### src/rtl/gpio_apb_banked.sv
// Banked GPIO with a zero-wait-state APB slave, two-flop input sync and rise/fall edge interrupts.
// Define GPIO_APB_DEBOUNCE_EN to add per-pin debounce counters driven by the bank-0 DEBOUNCE threshold.
module gpio_apb_banked #(
    parameter int NrGPIOs    = 32,
    parameter int ADDR_WIDTH = 32,
    parameter int DATA_WIDTH = 32,
    parameter int DB_WIDTH   = 16
) (
    input  logic                  clk_i,
    input  logic                  rst_i,
    input  logic [ADDR_WIDTH-1:0] paddr_i,
    input  logic                  psel_i,
    input  logic                  penable_i,
    input  logic                  pwrite_i,
    input  logic [31:0]           pwdata_i,
    output logic [31:0]           prdata_o,
    output logic                  pready_o,
    output logic                  pslverr_o,
    input  logic [NrGPIOs-1:0]    gpio_in_i,
    output logic [NrGPIOs-1:0]    gpio_out_o,
    output logic [NrGPIOs-1:0]    gpio_tx_en_o,
    output logic [NrGPIOs-1:0]    gpio_in_sync_o,
    output logic [NrGPIOs-1:0]    pin_interrupts_o,
    output logic                  global_interrupt_o
);
    localparam int NrBanks = (NrGPIOs + 31) / 32;

    localparam logic [3:0] REG_DIR    = 4'd0;
    localparam logic [3:0] REG_OUT    = 4'd1;
    localparam logic [3:0] REG_SET    = 4'd2;
    localparam logic [3:0] REG_CLR    = 4'd3;
    localparam logic [3:0] REG_TGL    = 4'd4;
    localparam logic [3:0] REG_IN     = 4'd5;
    localparam logic [3:0] REG_RISE   = 4'd6;
    localparam logic [3:0] REG_FALL   = 4'd7;
    localparam logic [3:0] REG_STATUS = 4'd8;
    localparam logic [3:0] REG_DB     = 4'd9;

    generate
        if (DATA_WIDTH != 32) begin : g_bad_data_width
            $error("gpio_apb_banked: DATA_WIDTH must be 32");
        end
        if (NrGPIOs < 1 || NrGPIOs > 256) begin : g_bad_nr_gpios
            $error("gpio_apb_banked: NrGPIOs must be 1..256");
        end
        if (DB_WIDTH < 1 || DB_WIDTH > 31) begin : g_bad_db_width
            $error("gpio_apb_banked: DB_WIDTH must be 1..31");
        end
        if (ADDR_WIDTH < 12) begin : g_bad_addr_width
            $error("gpio_apb_banked: ADDR_WIDTH must be >= 12");
        end
    endgenerate

    logic [NrGPIOs-1:0]  dir_reg, dir_next;
    logic [NrGPIOs-1:0]  out_reg, out_next;
    logic [NrGPIOs-1:0]  rise_reg, rise_next;
    logic [NrGPIOs-1:0]  fall_reg, fall_next;
    logic [NrGPIOs-1:0]  status_reg, status_next;
    logic [DB_WIDTH-1:0] db_reg, db_next;
    logic [NrGPIOs-1:0]  sync1_reg, sync2_reg, in_d_reg, in_q, edge_hits;
    logic [NrGPIOs-1:0]  bank_mask, wbits, rd_vec;
    logic [NrBanks*32-1:0] rd_pad;
    logic [31:0]         rdata;
    logic [3:0]          reg_idx;
    logic [2:0]          bank;
    logic                access, err, wr;
    logic                unused_bits;

    assign reg_idx     = paddr_i[9:6];
    assign bank        = paddr_i[4:2];
    assign unused_bits = ^{paddr_i[ADDR_WIDTH-1:10], paddr_i[5], paddr_i[1:0], pwdata_i};

    assign access = psel_i & penable_i & ~rst_i;
    assign err    = (reg_idx > REG_DB) | ({29'b0, bank} >= 32'(NrBanks)) |
                    (pwrite_i & (reg_idx == REG_IN)) | ((reg_idx == REG_DB) & (bank != 3'd0));
    assign wr     = access & pwrite_i & ~err;

    // Each pin sees only the data bit of its own bank; pins outside the addressed bank are masked off.
    for (genvar gi = 0; gi < NrGPIOs; gi++) begin : g_pin_sel
        assign bank_mask[gi] = (bank == 3'(gi / 32));
        assign wbits[gi]     = pwdata_i[gi % 32] & bank_mask[gi];
    end

    always_comb begin
        dir_next    = dir_reg;
        out_next    = out_reg;
        rise_next   = rise_reg;
        fall_next   = fall_reg;
        db_next     = db_reg;
        status_next = status_reg | edge_hits;
        if (wr) begin
            case (reg_idx)
                REG_DIR:    dir_next    = (dir_reg & ~bank_mask) | wbits;
                REG_OUT:    out_next    = (out_reg & ~bank_mask) | wbits;
                REG_SET:    out_next    = out_reg | wbits;
                REG_CLR:    out_next    = out_reg & ~wbits;
                REG_TGL:    out_next    = out_reg ^ wbits;
                REG_RISE:   rise_next   = (rise_reg & ~bank_mask) | wbits;
                REG_FALL:   fall_next   = (fall_reg & ~bank_mask) | wbits;
                REG_STATUS: status_next = (status_reg & ~wbits) | edge_hits;
                REG_DB:     db_next     = pwdata_i[DB_WIDTH-1:0];
                default:    ;
            endcase
        end
    end

    always_ff @(posedge clk_i or posedge rst_i) begin
        if (rst_i) begin
            dir_reg    <= '0;
            out_reg    <= '0;
            rise_reg   <= '0;
            fall_reg   <= '0;
            status_reg <= '0;
            db_reg     <= '0;
            sync1_reg  <= '0;
            sync2_reg  <= '0;
            in_d_reg   <= '0;
        end else begin
            dir_reg    <= dir_next;
            out_reg    <= out_next;
            rise_reg   <= rise_next;
            fall_reg   <= fall_next;
            status_reg <= status_next;
            db_reg     <= db_next;
            sync1_reg  <= gpio_in_i;
            sync2_reg  <= sync1_reg;
            in_d_reg   <= in_q;
        end
    end

`ifdef GPIO_APB_DEBOUNCE_EN
    logic [DB_WIDTH:0] db_limit;
    assign db_limit = (db_reg == '0) ? (DB_WIDTH+1)'(1) : {1'b0, db_reg};

    // The count clears on agreement or on acceptance, so it never exceeds the threshold.
    for (genvar gi = 0; gi < NrGPIOs; gi++) begin : g_debounce
        logic [DB_WIDTH-1:0] cnt_reg;
        logic [DB_WIDTH:0]   cnt_inc;
        logic                q_reg;
        assign cnt_inc = {1'b0, cnt_reg} + (DB_WIDTH+1)'(1);
        assign in_q[gi] = q_reg;
        always_ff @(posedge clk_i or posedge rst_i) begin
            if (rst_i) begin
                cnt_reg <= '0;
                q_reg   <= 1'b0;
            end else if (sync2_reg[gi] == q_reg) begin
                cnt_reg <= '0;
            end else if (cnt_inc >= db_limit) begin
                cnt_reg <= '0;
                q_reg   <= sync2_reg[gi];
            end else begin
                cnt_reg <= cnt_inc[DB_WIDTH-1:0];
            end
        end
    end
`else
    logic [NrGPIOs-1:0] q_reg;
    always_ff @(posedge clk_i or posedge rst_i) begin
        if (rst_i) begin
            q_reg <= '0;
        end else begin
            q_reg <= sync2_reg;
        end
    end
    assign in_q = q_reg;
`endif

    assign edge_hits = (in_q & ~in_d_reg & rise_reg) | (~in_q & in_d_reg & fall_reg);

    always_comb begin
        rd_vec = '0;
        case (reg_idx)
            REG_DIR:    rd_vec = dir_reg;
            REG_OUT:    rd_vec = out_reg;
            REG_IN:     rd_vec = in_q;
            REG_RISE:   rd_vec = rise_reg;
            REG_FALL:   rd_vec = fall_reg;
            REG_STATUS: rd_vec = status_reg;
            default:    rd_vec = '0;
        endcase
        rd_pad = '0;
        rd_pad[NrGPIOs-1:0] = rd_vec;
        rdata = '0;
        for (int b = 0; b < NrBanks; b++) begin
            if (bank == 3'(b)) rdata = rd_pad[b*32 +: 32];
        end
        if (reg_idx == REG_DB) rdata = 32'(db_reg);
        prdata_o = (access & ~pwrite_i & ~err) ? rdata : 32'd0;
    end

    assign pready_o           = psel_i & penable_i & ~rst_i;
    assign pslverr_o          = access & err;
    assign gpio_out_o         = out_reg;
    assign gpio_tx_en_o       = dir_reg;
    assign gpio_in_sync_o     = in_q;
    assign pin_interrupts_o   = status_reg & (rise_reg | fall_reg);
    assign global_interrupt_o = |pin_interrupts_o;
endmodule

### config.mk
export PLATFORM = sky130hd
export DESIGN_NAME = gpio_apb_banked
export DESIGN_NICKNAME = d
export VERILOG_FILES = /design/src/rtl/gpio_apb_banked.sv
export SDC_FILE = /design/constraint.sdc
export NUM_CORES = 1
export LEC_CHECK = 0
export ABC_AREA = 0
export BUFFER_PORTS_ARGS = -buffer_cell sky130_fd_sc_hd__buf_2
export CORE_MARGIN = 8
export CORE_UTILIZATION = 45
export CTS_CLUSTER_DIAMETER = 120
export DETAILED_ROUTE_END_ITERATION = 8
export PLACE_DENSITY = 0.75
export SLEW_MARGIN = 0
export SYNTH_ARGS = -nofsm -noshare
export SYNTH_HDL_FRONTEND = slang
export SYNTH_SLANG_ARGS = --single-unit
### constraint.sdc
create_clock -name clk_i -period 30.5 [get_ports clk_i]
set_input_delay 9.15 -clock clk_i [delete_from_list [all_inputs] [get_ports clk_i]]
set_output_delay 9.15 -clock clk_i [all_outputs]
set_load 0.02 [all_outputs]
# ---- Word level (Yosys, flattened, before mapping)
# Index checks and enable logic that the tools add are counted.
# Widths: inputs -> output; s select.
dict set report totals {
  ff_bits 304
  in_bits 101
  wordCells 110
  output_inout_bits 163
}
dict set report classes {
  n_eq_ne 9
  reduce_logical 10
  bitwise 72
  muxes 7
  n_lt_le_gt_ge 2
}
# cell n
set op_table {}
lappend op_table {{$and 32x32->32} 11}
lappend op_table {{$or 32x32->32} 9}
lappend op_table {{$pmux 32 s6} 1}
lappend op_table {{$mux 32} 5}
lappend op_table {{$not 32->32} 4}
lappend op_table {{$pmux 32 s4} 1}
lappend op_table {{$and 1x1->1} 41}
lappend op_table {{$reduce_or 32->1} 1}
lappend op_table {{$xor 32x32->32} 1}
lappend op_table {{$eq 4x3->1 const B} 4}
lappend op_table {{$reduce_and 2->1} 5}
lappend op_table {{$eq 4x2->1 const B} 2}
lappend op_table {{$eq 4x4->1 const B} 2}
lappend op_table {{$eq 4x1->1 const B} 1}
lappend op_table {{$gt 4x4->1 const B} 1}
lappend op_table {{$logic_not 4->1} 1}
lappend op_table {{$reduce_bool 4->1} 1}
lappend op_table {{$ge 3x1->1 const B} 1}
lappend op_table {{$logic_not 3->1} 1}
lappend op_table {{$not 1->1} 3}
lappend op_table {{$or 1x1->1} 3}
lappend op_table {{$reduce_bool 3->1} 1}

# ---- Logic depth before layout (Yosys ltp)
# Gate-level depths: netlist (run 1).
dict set report depth {
  depth_word 7
  depth_mapped 8
  depth_no_buf 6
}

# ---- Worst setup path after synthesis (run 1)
# Ideal clock, no wire load.
dict set report synth_timing {
  path_kind {input to output}
  from {input port paddr_i[6]}
  to {output port prdata_o[27]}
  arrival_ns 10.603
  required_ns 21.350
  n_path_buf 3
  stages 7
  path_slack_ns 10.747
  path_cell_list {buf_4 > buf_6 > buf_4 > inv_1 > nor3_1 > a22oi_1 > a31oi_1}
}
dict set report synth_via {
  elab_chain_cells 7
  word_cells_on_any_way 19
  classes_between {order compare (1); eq/ne (6); mux (4); bitwise (7); reduce/logical (1)}
}
# element line_no
set synth_lines {}
lappend synth_lines {{start, declared} 11} ;# input logic [ADDR_WIDTH-1:0] paddr_i,
lappend synth_lines {{$gt 4x4->1 or $eq 4x3->1 (tied branches)} {74, 75, 172}}
lappend synth_lines {{$or 1x1->1 or $and 1x1->1 (tied branches)} {74, 75}}
lappend synth_lines {{$or 1x1->1} 74} ;# assign err = (reg_idx > REG_DB) | ({29'b0, bank} >= 32'(NrBanks)) |
lappend synth_lines {{$or 1x1->1} 75} ;# (pwrite_i & (reg_idx == REG_IN)) | ((reg_idx == REG_DB) & (bank != 3'd0));
lappend synth_lines {{$not 1->1} 188} ;# prdata_o = (access & ~pwrite_i & ~err) ? rdata : 32'd0;
lappend synth_lines {{$and 1x1->1} 188}
lappend synth_lines {{$mux 32 *} 188}
lappend synth_lines {{end, declared} 16} ;# output logic [31:0] prdata_o,
# Every way passes the cells marked *; elsewhere a longest branch is shown, timed or not.

# ---- Worst setup path after layout (run 1)
dict set report layout_timing {
  from {input port paddr_i[7]}
  to {output port prdata_o[18]}
}
# The elaborated chain is that of the path after synthesis.

==> reports/metrics.cfg, run 1 <==
[status]
outcome=completed

[floorplanning]
initial_core_util=0.453
fp.dieH_um=188
chipWidth_um=188
dieArea_um2=35400
fp-row-count=63
boundaryPins=264
core_region_area_um2=29400

[clock_tree]
clkSinkCount=304
cts_resized=0
cts_tree=done
clockBufferDepth=3
clk_pin_slew_worst_paths_ns=0.06
hold_buffers=0
insertion_delay_ns=0.51
cts-htree-levels=2
cts_buffers=34
postCtsSetupRepairBufs=0
clock-root-buffer=clkbuf_16

[place]
portBuffers=238
dpl.hpwl_um=26400
place_ws_ns=9.56
gp_congestion=0.829

[sta]
fmax_ghz=0.0474
setup_viol=0
fin_crit_sh=0.692
max_slew_margin=0.160
rsz0062_at_grt=no
final_hold_viol_count=0
period_needed_ns=21.10
timing.setup.tns_ns=0
setup_ws_ns=9.40
slew_violations=0
worst_pin_slew_ns=1.25
skew_ns=0.0185
hold_slack_ns=0.342

[cells_and_area]
fillers=2485
seqCellArea_um2=7610
multi_input_area_um2=5430
layout_commonest_cell=dfrtp_1
layout-drive-gt1-share=0.348
fin_util=0.544
area_delta_synth_final_pct=19.9
final_cell_mix=304 x dfrtp_1, 238 x buf_2, 133 x mux2_2, 132 x nand2_1, 60 x o21ai_1
nNetsFinal=1427

[critical_path]
cp_num_cells=7
cp.required_ns=21.35
r2r_cells=4
startpoint_type=input port
crit_type=input port to output port
cpPeakStageDelay_ns=0.80
arrival_ns=11.95
rr_endpoint=gpio_out_o[24]$_DFFE_PP0P_
worstPathBufferInverterCount=3
r2r-start=gpio_out_o[24]$_DFFE_PP0P_
path_delay_family=simple AND/OR/NAND/NOR gates
reg2reg_slack_ns=29.30
cp_max_fo=39
crit_chain=buf_2 -> buf_4 -> nor3b_1 -> a21oi_1 -> nand3_1 -> a31oi_1 -> buf_2
crit_slowest_cell=nand3_1
cpMostUsedCell=buf_2
end_kind=output port

[logic_synthesis]
ys_seq_area_frac=0.571
synthCells=1072
syn-num-nets=1205
syn_area_per_cell_um2=12.4
yosysWarnings=0
synthArstFlopShare=1.00
synth_area_um2=13300
synth_edf_count=0
ys.flop_type=dfrtp_1
synth_cell_types=48
ys_seq_elements=304

[min_path]
holdCritStartpoint=sync2_reg[13]$_DFF_PP0_
whs_path_depth=0
min_to=gpio_in_sync_o[13]$_DFF_PP0_
holdCritPathClass=flop to flop

[routing]
viasPerCell=5.98
drtPass1Iterations=6
drc=0
num_vias=10200
drtAntennaViolNets=0
avgRoutedWirePerCell_um=23.9
drt-initial-drc-count=1072
detail_route.wirelength_um=40800

[power_and_ir_drop]
total_power_mw=0.889
power_frac_seq=0.475
ir_drop_mv=0.0456
p_sw_mw=0.208
power.internal_mw=0.681
p_per_area_nw_per_um2=55.6
power_frac_comb=0.066
switching_share=0.234
leakage_nw=7.32
clkPwrFrac=0.459

[global_routing]
grt_pass1_vias=10600
gr-total-overflow=0
grtUsageTotal=0.226
antenna_found_initial=4
grt_pass1_wl_um=63200
grt_max_degree=110

[job]
cap_violations=0

[routing by layer]
metal | up-vias | routed length (um) | GRT usage
met5 | - | 24 | 0
met4 | 4 | 1060 | 0.0806
met3 | 82 | 3900 | 0.0682
met2 | 488 | 19000 | 0.353
met1 | 5158 | 16800 | 0.295
li1 | 4482 | - | -
[worst register-to-register path, cell delays in order, from the launching register on]
cell       delay [ns]
dfrtp_1          0.42
ha_1             0.32
o2bb2ai_1        0.12
a31oi_1          0.06
o21ai_1          0.19
[area by class of cell]
type | instances | area share
inverters | 5 | 0.00164
multi-input cells | 695 | 0.340
clock buffers | 47 | 0.0608
clock inverters | 12 | 0.00869
well taps | 390 | 0.0305
repair buffers | 254 | 0.0820
diodes | 2 | 0.000313
flip-flops and latches | 304 | 0.476
[synth_stat cells, types with 2 or more instances]
cell type,n,area share
a22o_1,22,0.014
nor4_4,2,0.0032
a32o_1,5,0.0038
buf_2,20,0.0075
nor2_1,2,0.00056
o21a_1,32,0.018
nor3b_1,2,0.0011
o211ai_1,18,0.010
buf_6,6,0.0051
nor3_2,2,0.0015
nand4_1,3,0.0014
nor2b_1,6,0.0028
nand3_1,17,0.0064
a22oi_1,15,0.0084
nor4_1,8,0.0038
mux2_2,133,0.11
mux2_1,18,0.015
o21ai_1,60,0.023
a21oi_1,9,0.0034
buf_4,9,0.0051
a31oi_1,42,0.020
clkbuf_1,32,0.0090
and3_1,4,0.0019
ha_1,32,0.030
o21ai_0,6,0.0023
nand3b_1,47,0.026
nor3_1,3,0.0011
a222oi_1,26,0.020
inv_1,5,0.0014
o2bb2ai_1,32,0.021
nand2_1,132,0.037
nor4bb_1,2,0.0015
dfrtp_1,304,0.57
o2111ai_1,2,0.0013
[cell families (layout without fill, tap and decap cells)]
kind of cell | count (synthesis) | in the layout | share of synthesized area
flip-flops | 304 | 304 | 0.571
other | 0 | 2 | 0
buffers and inverters | 73 | 318 | 0.0284
multiplexers | 151 | 151 | 0.128
AND/OR/NAND/NOR | 241 | 241 | 0.0974
AO/OA/AOI/OAI | 271 | 271 | 0.146
adder cells (fa/ha/maj) | 32 | 32 | 0.0300
[power groups by stage]
stage / logic, mW / registers, mW / clock network, mW
3_3_place_gp: 0.0582 / 0.429 / 0
5_1_grt: 0.0637 / 0.424 / 0.433
2_1_floorplan: 0.0297 / 0.431 / 0
4_1_cts: 0.0592 / 0.422 / 0.416
3_5_place_dp: 0.0589 / 0.430 / 0
6_report: 0.0586 / 0.422 / 0.408
[metrics by stage]
stage | cells | cell area [um^2]
final | 1709 | 16000
after floorplan | 1072 | 13300
after global routing | 1709 | 16000
after global placement | 1648 | 14900
after CTS | 1707 | 16000
after detailed placement | 1648 | 14900
[worst max-delay path by stage]
stage,startpoint,to,slack [ns]
3_3_place_gp,paddr_i[7],prdata_o[18],9.58
3_5_place_dp,paddr_i[7],prdata_o[18],9.56
5_1_grt,paddr_i[7],prdata_o[16],9.41
4_1_cts,paddr_i[7],prdata_o[18],9.55
6_report,paddr_i[7],prdata_o[18],9.40
2_1_floorplan,paddr_i[6],prdata_o[27],10.75
Note: power is estimated with default switching activity, not from simulation.
==> inputs of run 2 (changes only) <==
--- a/config.mk
+++ b/config.mk
@@ -11,7 +11,7 @@
 export CORE_UTILIZATION = 45
 export CTS_CLUSTER_DIAMETER = 120
 export DETAILED_ROUTE_END_ITERATION = 8
-export PLACE_DENSITY = 0.75
+export PLACE_DENSITY = 0.78
 export SLEW_MARGIN = 0
 export SYNTH_ARGS = -nofsm -noshare
 export SYNTH_HDL_FRONTEND = slang
==> constraint.sdc (replaced) <==
create_clock -name clk_i -period 19.1 [get_ports clk_i]
set_input_delay 5.73 -clock clk_i [delete_from_list [all_inputs] [get_ports clk_i]]
set_output_delay 5.73 -clock clk_i [all_outputs]
set_load 0.02 [all_outputs]
==> run 2 against run 1 <==
The flow now finishes with violations (design-rule violations). Hold slack better by 0.0018 ns. Cell count hardly changed. Non-clock buffer count shrank 1. Core utilization increased by 0.32 points. Via count is 1.9% higher. Sequential share of layout area is 0.28 points lower. Clock skew fell by 0.0053 ns. Critical path depth unchanged. Flip-flop and latch count stayed put. First-iteration DRC count grew 5.7%. Clock power is 74% higher. Critical path type unchanged. Highest routed layer unchanged.
==> reports/metrics.cfg, run 2 (synthesized netlist as in run 1, its figures left out) <==
[global_routing]
grtUsageTotal=0.222  ; -0.00413
grt_pass1_wl_um=62600  ; -1.0%
gr-total-overflow=0  ; unchanged
grt_pass1_vias=10800  ; +1.9%
grt_max_degree=96  ; -13%
antenna_found_initial=1  ; -3

[critical_path]
end_kind=output port
arrival_ns=8.40  ; -3.55 ns
cp_max_fo=39  ; unchanged
crit_type=input port to output port
cp.required_ns=13.37  ; -7.98 ns
cpMostUsedCell=buf_2
startpoint_type=input port
cpPeakStageDelay_ns=0.77  ; -0.03 ns
crit_slowest_cell=nand3_1
crit_chain=buf_2 -> buf_4 -> nor3b_1 -> a21oi_1 -> nand3_1 -> a31oi_1 -> buf_2

[sta]
period_needed_ns=14.13
hold_slack_ns=0.343  ; +0.00179 ns
fin_crit_sh=0.740
slew_violations=0  ; unchanged
rsz0062_at_grt=no
setup_viol=0  ; unchanged
skew_ns=0.0133  ; -0.00525 ns
final_hold_viol_count=0  ; unchanged
timing.setup.tns_ns=0  ; unchanged
max_slew_margin=0.179  ; +0.0186
fmax_ghz=0.0708
worst_pin_slew_ns=1.22  ; -0.0274 ns

[cells_and_area]
area_delta_synth_final_pct=20.6
layout_commonest_cell=dfrtp_1
seqCellArea_um2=7610  ; unchanged
antenna_cells=0  ; -2
layout-drive-gt1-share=0.349  ; +0.00125
postLayoutCellArea_um2=16100  ; +0.60%
final_cell_mix=304 x dfrtp_1, 238 x buf_2, 133 x mux2_2, 132 x nand2_1, 60 x o21ai_1
nNetsFinal=1426  ; -0.070%
multi_input_area_um2=5430  ; unchanged
fillers=2420  ; -2.6%

[clock_tree]
insertion_delay_ns=0.52  ; about the same
clock-root-buffer=clkbuf_16
clk_pin_slew_worst_paths_ns=0.06  ; about the same
cts_resized=0  ; unchanged
clkSinkCount=304  ; unchanged
postCtsSetupRepairBufs=0  ; unchanged
clockBufferDepth=3  ; unchanged
cts-htree-levels=2  ; unchanged
cts_tree=done
hold_buffers=0  ; unchanged
cts_buffers=34  ; unchanged

[routing]
drc=1  ; +1
avgRoutedWirePerCell_um=23.7  ; -0.65%
num_vias=10400  ; +1.9%
viasPerCell=6.09  ; +2.0%
drtPass1Iterations=9  ; +3
drtAntennaViolNets=0  ; unchanged
detail_route.wirelength_um=40500  ; -0.71%
drt-initial-drc-count=1133  ; +5.7%

[power_and_ir_drop]
p_per_area_nw_per_um2=91.9  ; +65%
leakage_nw=7.37  ; +0.59%
ir_drop_mv=0.0642  ; +41%
total_power_mw=1.48  ; +66%

[min_path]
holdCritPathClass=flop to flop

[status]
outcome=finished with violations
violations=design-rule violations

[floorplanning]
initial_core_util=0.453  ; unchanged
fp.dieH_um=188  ; unchanged
boundaryPins=264  ; unchanged
chipWidth_um=188  ; unchanged
core_region_area_um2=29400  ; unchanged
fp-row-count=63  ; unchanged
dieArea_um2=35400  ; unchanged

[place]
gp_congestion=0.828  ; -0.12%
placed_cell_area_um2=14900  ; about the same
portBuffers=238  ; unchanged
dpl.hpwl_um=26300  ; -0.55%

[job]
cap_violations=0  ; unchanged

-- run 2: path summary, 6_finish.rpt --
kind | slack (ns) | depth (start not counted) | from | endpoint
setup / recovery | 4.97 | 7 | paddr_i[7] | prdata_o[18]
max in group asynchronous | 11.53 | 4 | rst_i | status_reg[17]$_DFF_PP0_
hold / removal | 0.34 | 0 | sync2_reg[12]$_DFF_PP0_ | gpio_in_sync_o[12]$_DFF_PP0_
hold reg to reg | 0.34 | 0 | sync2_reg[12]$_DFF_PP0_ | gpio_in_sync_o[12]$_DFF_PP0_
setup reg to reg | 17.81 | 4 | gpio_out_o[0]$_DFFE_PP0P_ | gpio_out_o[0]$_DFFE_PP0P_
min in group asynchronous | 5.32 | 2 | rst_i | sync2_reg[3]$_DFF_PP0_
-- run 2: worst max-delay path, delay by kind of cell --
kind | cells | cell delay [ns]
and+or+nand+nor | 2 | 1.02
buffers and inverters | 3 | 0.85
AOI/OAI and AO/OA | 2 | 0.78
-- run 2: layout make-up --
cell class / count / area share
Clock buffer: 43 / 0.0563
Clock inverter: 18 / 0.0195
Inverter: 5 / 0.00163
Multi-Input combinational cell: 695 / 0.338
Sequential cell: 304 / 0.473
Tap cell: 390 / 0.0304
Timing Repair Buffer: 253 / 0.0811
-- run 2: layer usage --
metal  vias up  track usage  wire (um)
met5         -            0         15
met4         2       0.0827       1230
met3       106       0.0565       3620
met2       511        0.359      19200
met1      5323        0.284      16400
li1       4466            -          -
-- run 2: through the flow --
stage	std cells	worst slack (ns)	utilization
finish	1708	4.97	0.547
global placement	1647	5.07	0.505
CTS	1708	5.03	0.547
global route	1708	4.90	0.547
detailed placement	1647	5.04	0.505
floorplan	1072	4.97	-
-- run 2: power by group --
group / switching (mW) / internal (mW) / leakage [nW]
logic: 0.0640 / 0.0293 / 2.99
registers: 0.0128 / 0.662 / 3.78
clock network: 0.263 / 0.447 / 0.598
==> inputs of run 3 (changes only) <==
==> constraint.sdc (replaced) <==
create_clock -name clk_i -period 12.8 [get_ports clk_i]
set_input_delay 3.84 -clock clk_i [delete_from_list [all_inputs] [get_ports clk_i]]
set_output_delay 3.84 -clock clk_i [all_outputs]
set_load 0.02 [all_outputs]
==> run 3 against run 2 <==
The run now ends clean. Sequential power increased by 50%. Count of clock-buffer cells in the layout increased by 2. Global-route usage increased by 0.33 points. First-iteration DRC count decreased by 14%. Via count decreased by 1.0%. Worst setup slack got worse by 2.7 ns. Sequential share of layout area increased by 0.20 points. Final area decreased by 0.43%. Power increased by 46%. Largest cell class unchanged. Highest routed layer is now met4.
==> reports/metrics.cfg, run 3 (synthesized netlist as in run 1, its figures left out) <==
[sta]
max_slew_margin=0.198  ; +0.0189
setup_viol=0  ; unchanged
worst_pin_slew_ns=1.20  ; -0.0197 ns
hold_slack_ns=0.342  ; -0.00161 ns
fmax_ghz=0.0950
rsz0062_at_grt=no
setup_ws_ns=2.27  ; -2.70 ns
fin_crit_sh=0.822
slew_violations=0  ; unchanged
skew_ns=0.0179  ; +0.00460 ns
final_hold_viol_count=0  ; unchanged
timing.setup.tns_ns=0  ; unchanged
period_needed_ns=10.53

[critical_path]
cp.required_ns=8.96  ; -4.41 ns
end_kind=output port
r2r-start=gpio_out_o[0]$_DFFE_PP0P_
cp-startpoint=paddr_i[6]
startpoint_type=input port
crit_type=input port to output port
arrival_ns=6.69  ; -1.71 ns
cp_max_fo=23  ; -41%

[min_path]
holdCritPathClass=flop to flop
holdCritStartpoint=sync2_reg[19]$_DFF_PP0_

[job]
cap_violations=0  ; unchanged

[place]
gp_congestion=0.837  ; +1.1%
placed_cell_area_um2=14900  ; unchanged
portBuffers=238  ; unchanged
dpl.hpwl_um=26300  ; about the same
place_ws_ns=2.38  ; -2.66 ns

[routing]
avgRoutedWirePerCell_um=24.1  ; +1.5%
num_vias=10300  ; -1.0%
drc=0  ; -1
viasPerCell=6.03  ; -1.0%
drtAntennaViolNets=0  ; unchanged
drtPass1Iterations=6  ; -3
drt-initial-drc-count=975  ; -14%
detail_route.wirelength_um=41100  ; +1.5%

[power_and_ir_drop]
total_power_mw=2.15  ; +46%
p_per_area_nw_per_um2=135  ; +46%
ir_drop_mv=0.123  ; +91%
leakage_nw=7.32  ; -0.57%

[clock_tree]
insertion_delay_ns=0.52  ; about the same
clockBufferDepth=3  ; unchanged
cts_buffers=34  ; unchanged
cts_tree=done
clock-root-buffer=clkbuf_16
clk_pin_slew_worst_paths_ns=0.06  ; about the same
postCtsSetupRepairBufs=0  ; unchanged
cts_resized=0  ; unchanged
hold_buffers=0  ; unchanged
cts-htree-levels=2  ; unchanged
clkSinkCount=304  ; unchanged

[floorplanning]
chipWidth_um=188  ; unchanged
core_region_area_um2=29400  ; unchanged
fp.dieH_um=188  ; unchanged
boundaryPins=264  ; unchanged
dieArea_um2=35400  ; unchanged
initial_core_util=0.453  ; unchanged
fp-row-count=63  ; unchanged

[status]
outcome=completed

[cells_and_area]
postLayoutCellArea_um2=16000  ; -0.43%
area_delta_synth_final_pct=20.1
layout-drive-gt1-share=0.348  ; -0.00125
layout_commonest_cell=dfrtp_1
final_cell_mix=304 x dfrtp_1, 238 x buf_2, 133 x mux2_2, 132 x nand2_1, 60 x o21ai_1
nNetsFinal=1426  ; unchanged

[global_routing]
grt_pass1_vias=10900  ; +0.43%
antenna_found_initial=0  ; -1
gr-total-overflow=0  ; unchanged
grt_max_degree=87  ; -9.4%
grtUsageTotal=0.225  ; +0.00333
grt_pass1_wl_um=63400  ; +1.3%

run 3: cell types whose count changed in the layout (fill, tap and decap cells not counted):
cell | previous run | this run
bufinv_16 | 8 | 5
clkinvlp_4 | 0 | 2
clkbuf_1 | 7 | 8
clkbuf_8 | 2 | 3
clkinv_2 | 6 | 5
clkinv_4 | 1 | 0
diode_2 | 0 | 1
run 3: worst paths after layout:
kind                                                endpoint  slack, ns  cells after the start
max in group asynchronous             in_d_reg[22]$_DFF_PP0_       7.26                      4
worst max-delay path                            prdata_o[18]       2.27                      7
min in group asynchronous              db_reg[1]$_DFFE_PP0P_       3.43                      2
worst min register to register  gpio_in_sync_o[19]$_DFF_PP0_       0.34                      0
worst max register to register     gpio_out_o[0]$_DFFE_PP0P_      11.54                      4
worst min-delay path            gpio_in_sync_o[19]$_DFF_PP0_       0.34                      0
run 3: worst max-delay path: stages:
cell,delay (ns)
buf_2,0.31
buf_4,0.44
nor3b_1,0.21
a21oi_1,0.25
nand3_1,0.79
a31oi_1,0.57
buf_2,0.25
run 3: report_power, final:
part	switching [mW]	internal [mW]	total, mW
logic	0.0961	0.0438	0.140
clock network	0.396	0.612	1.01
registers	0.0191	0.988	1.01
total	0.511	1.64	2.15
run 3: area by class of cell:
| type | count | area [um^2] |
|---|---|---|
| well taps | 390 | 488 |
| inverters | 5 | 26.3 |
| fillers | 2433 | 13400 |
| diodes | 1 | 2.50 |
| repair buffers | 253 | 1300 |
| multi-input cells | 695 | 5430 |
| clock buffers | 45 | 922 |
| clock inverters | 15 | 224 |
| flip-flops and latches | 304 | 7610 |
run 3: stage by stage:
step | utilization | std cells
2_1_floorplan | - | 1072
3_3_place_gp | 0.505 | 1647
3_5_place_dp | 0.505 | 1647
4_1_cts | 0.544 | 1707
5_1_grt | 0.544 | 1707
6_report | 0.544 | 1708
run 3: per-layer routing:
layer  track usage  vias up  share of wire
li1              -     4482              -
met1         0.291     5224           0.41
met2         0.362      507           0.47
met3        0.0581       88          0.085
met4        0.0815        0          0.028
met5             0        -              0
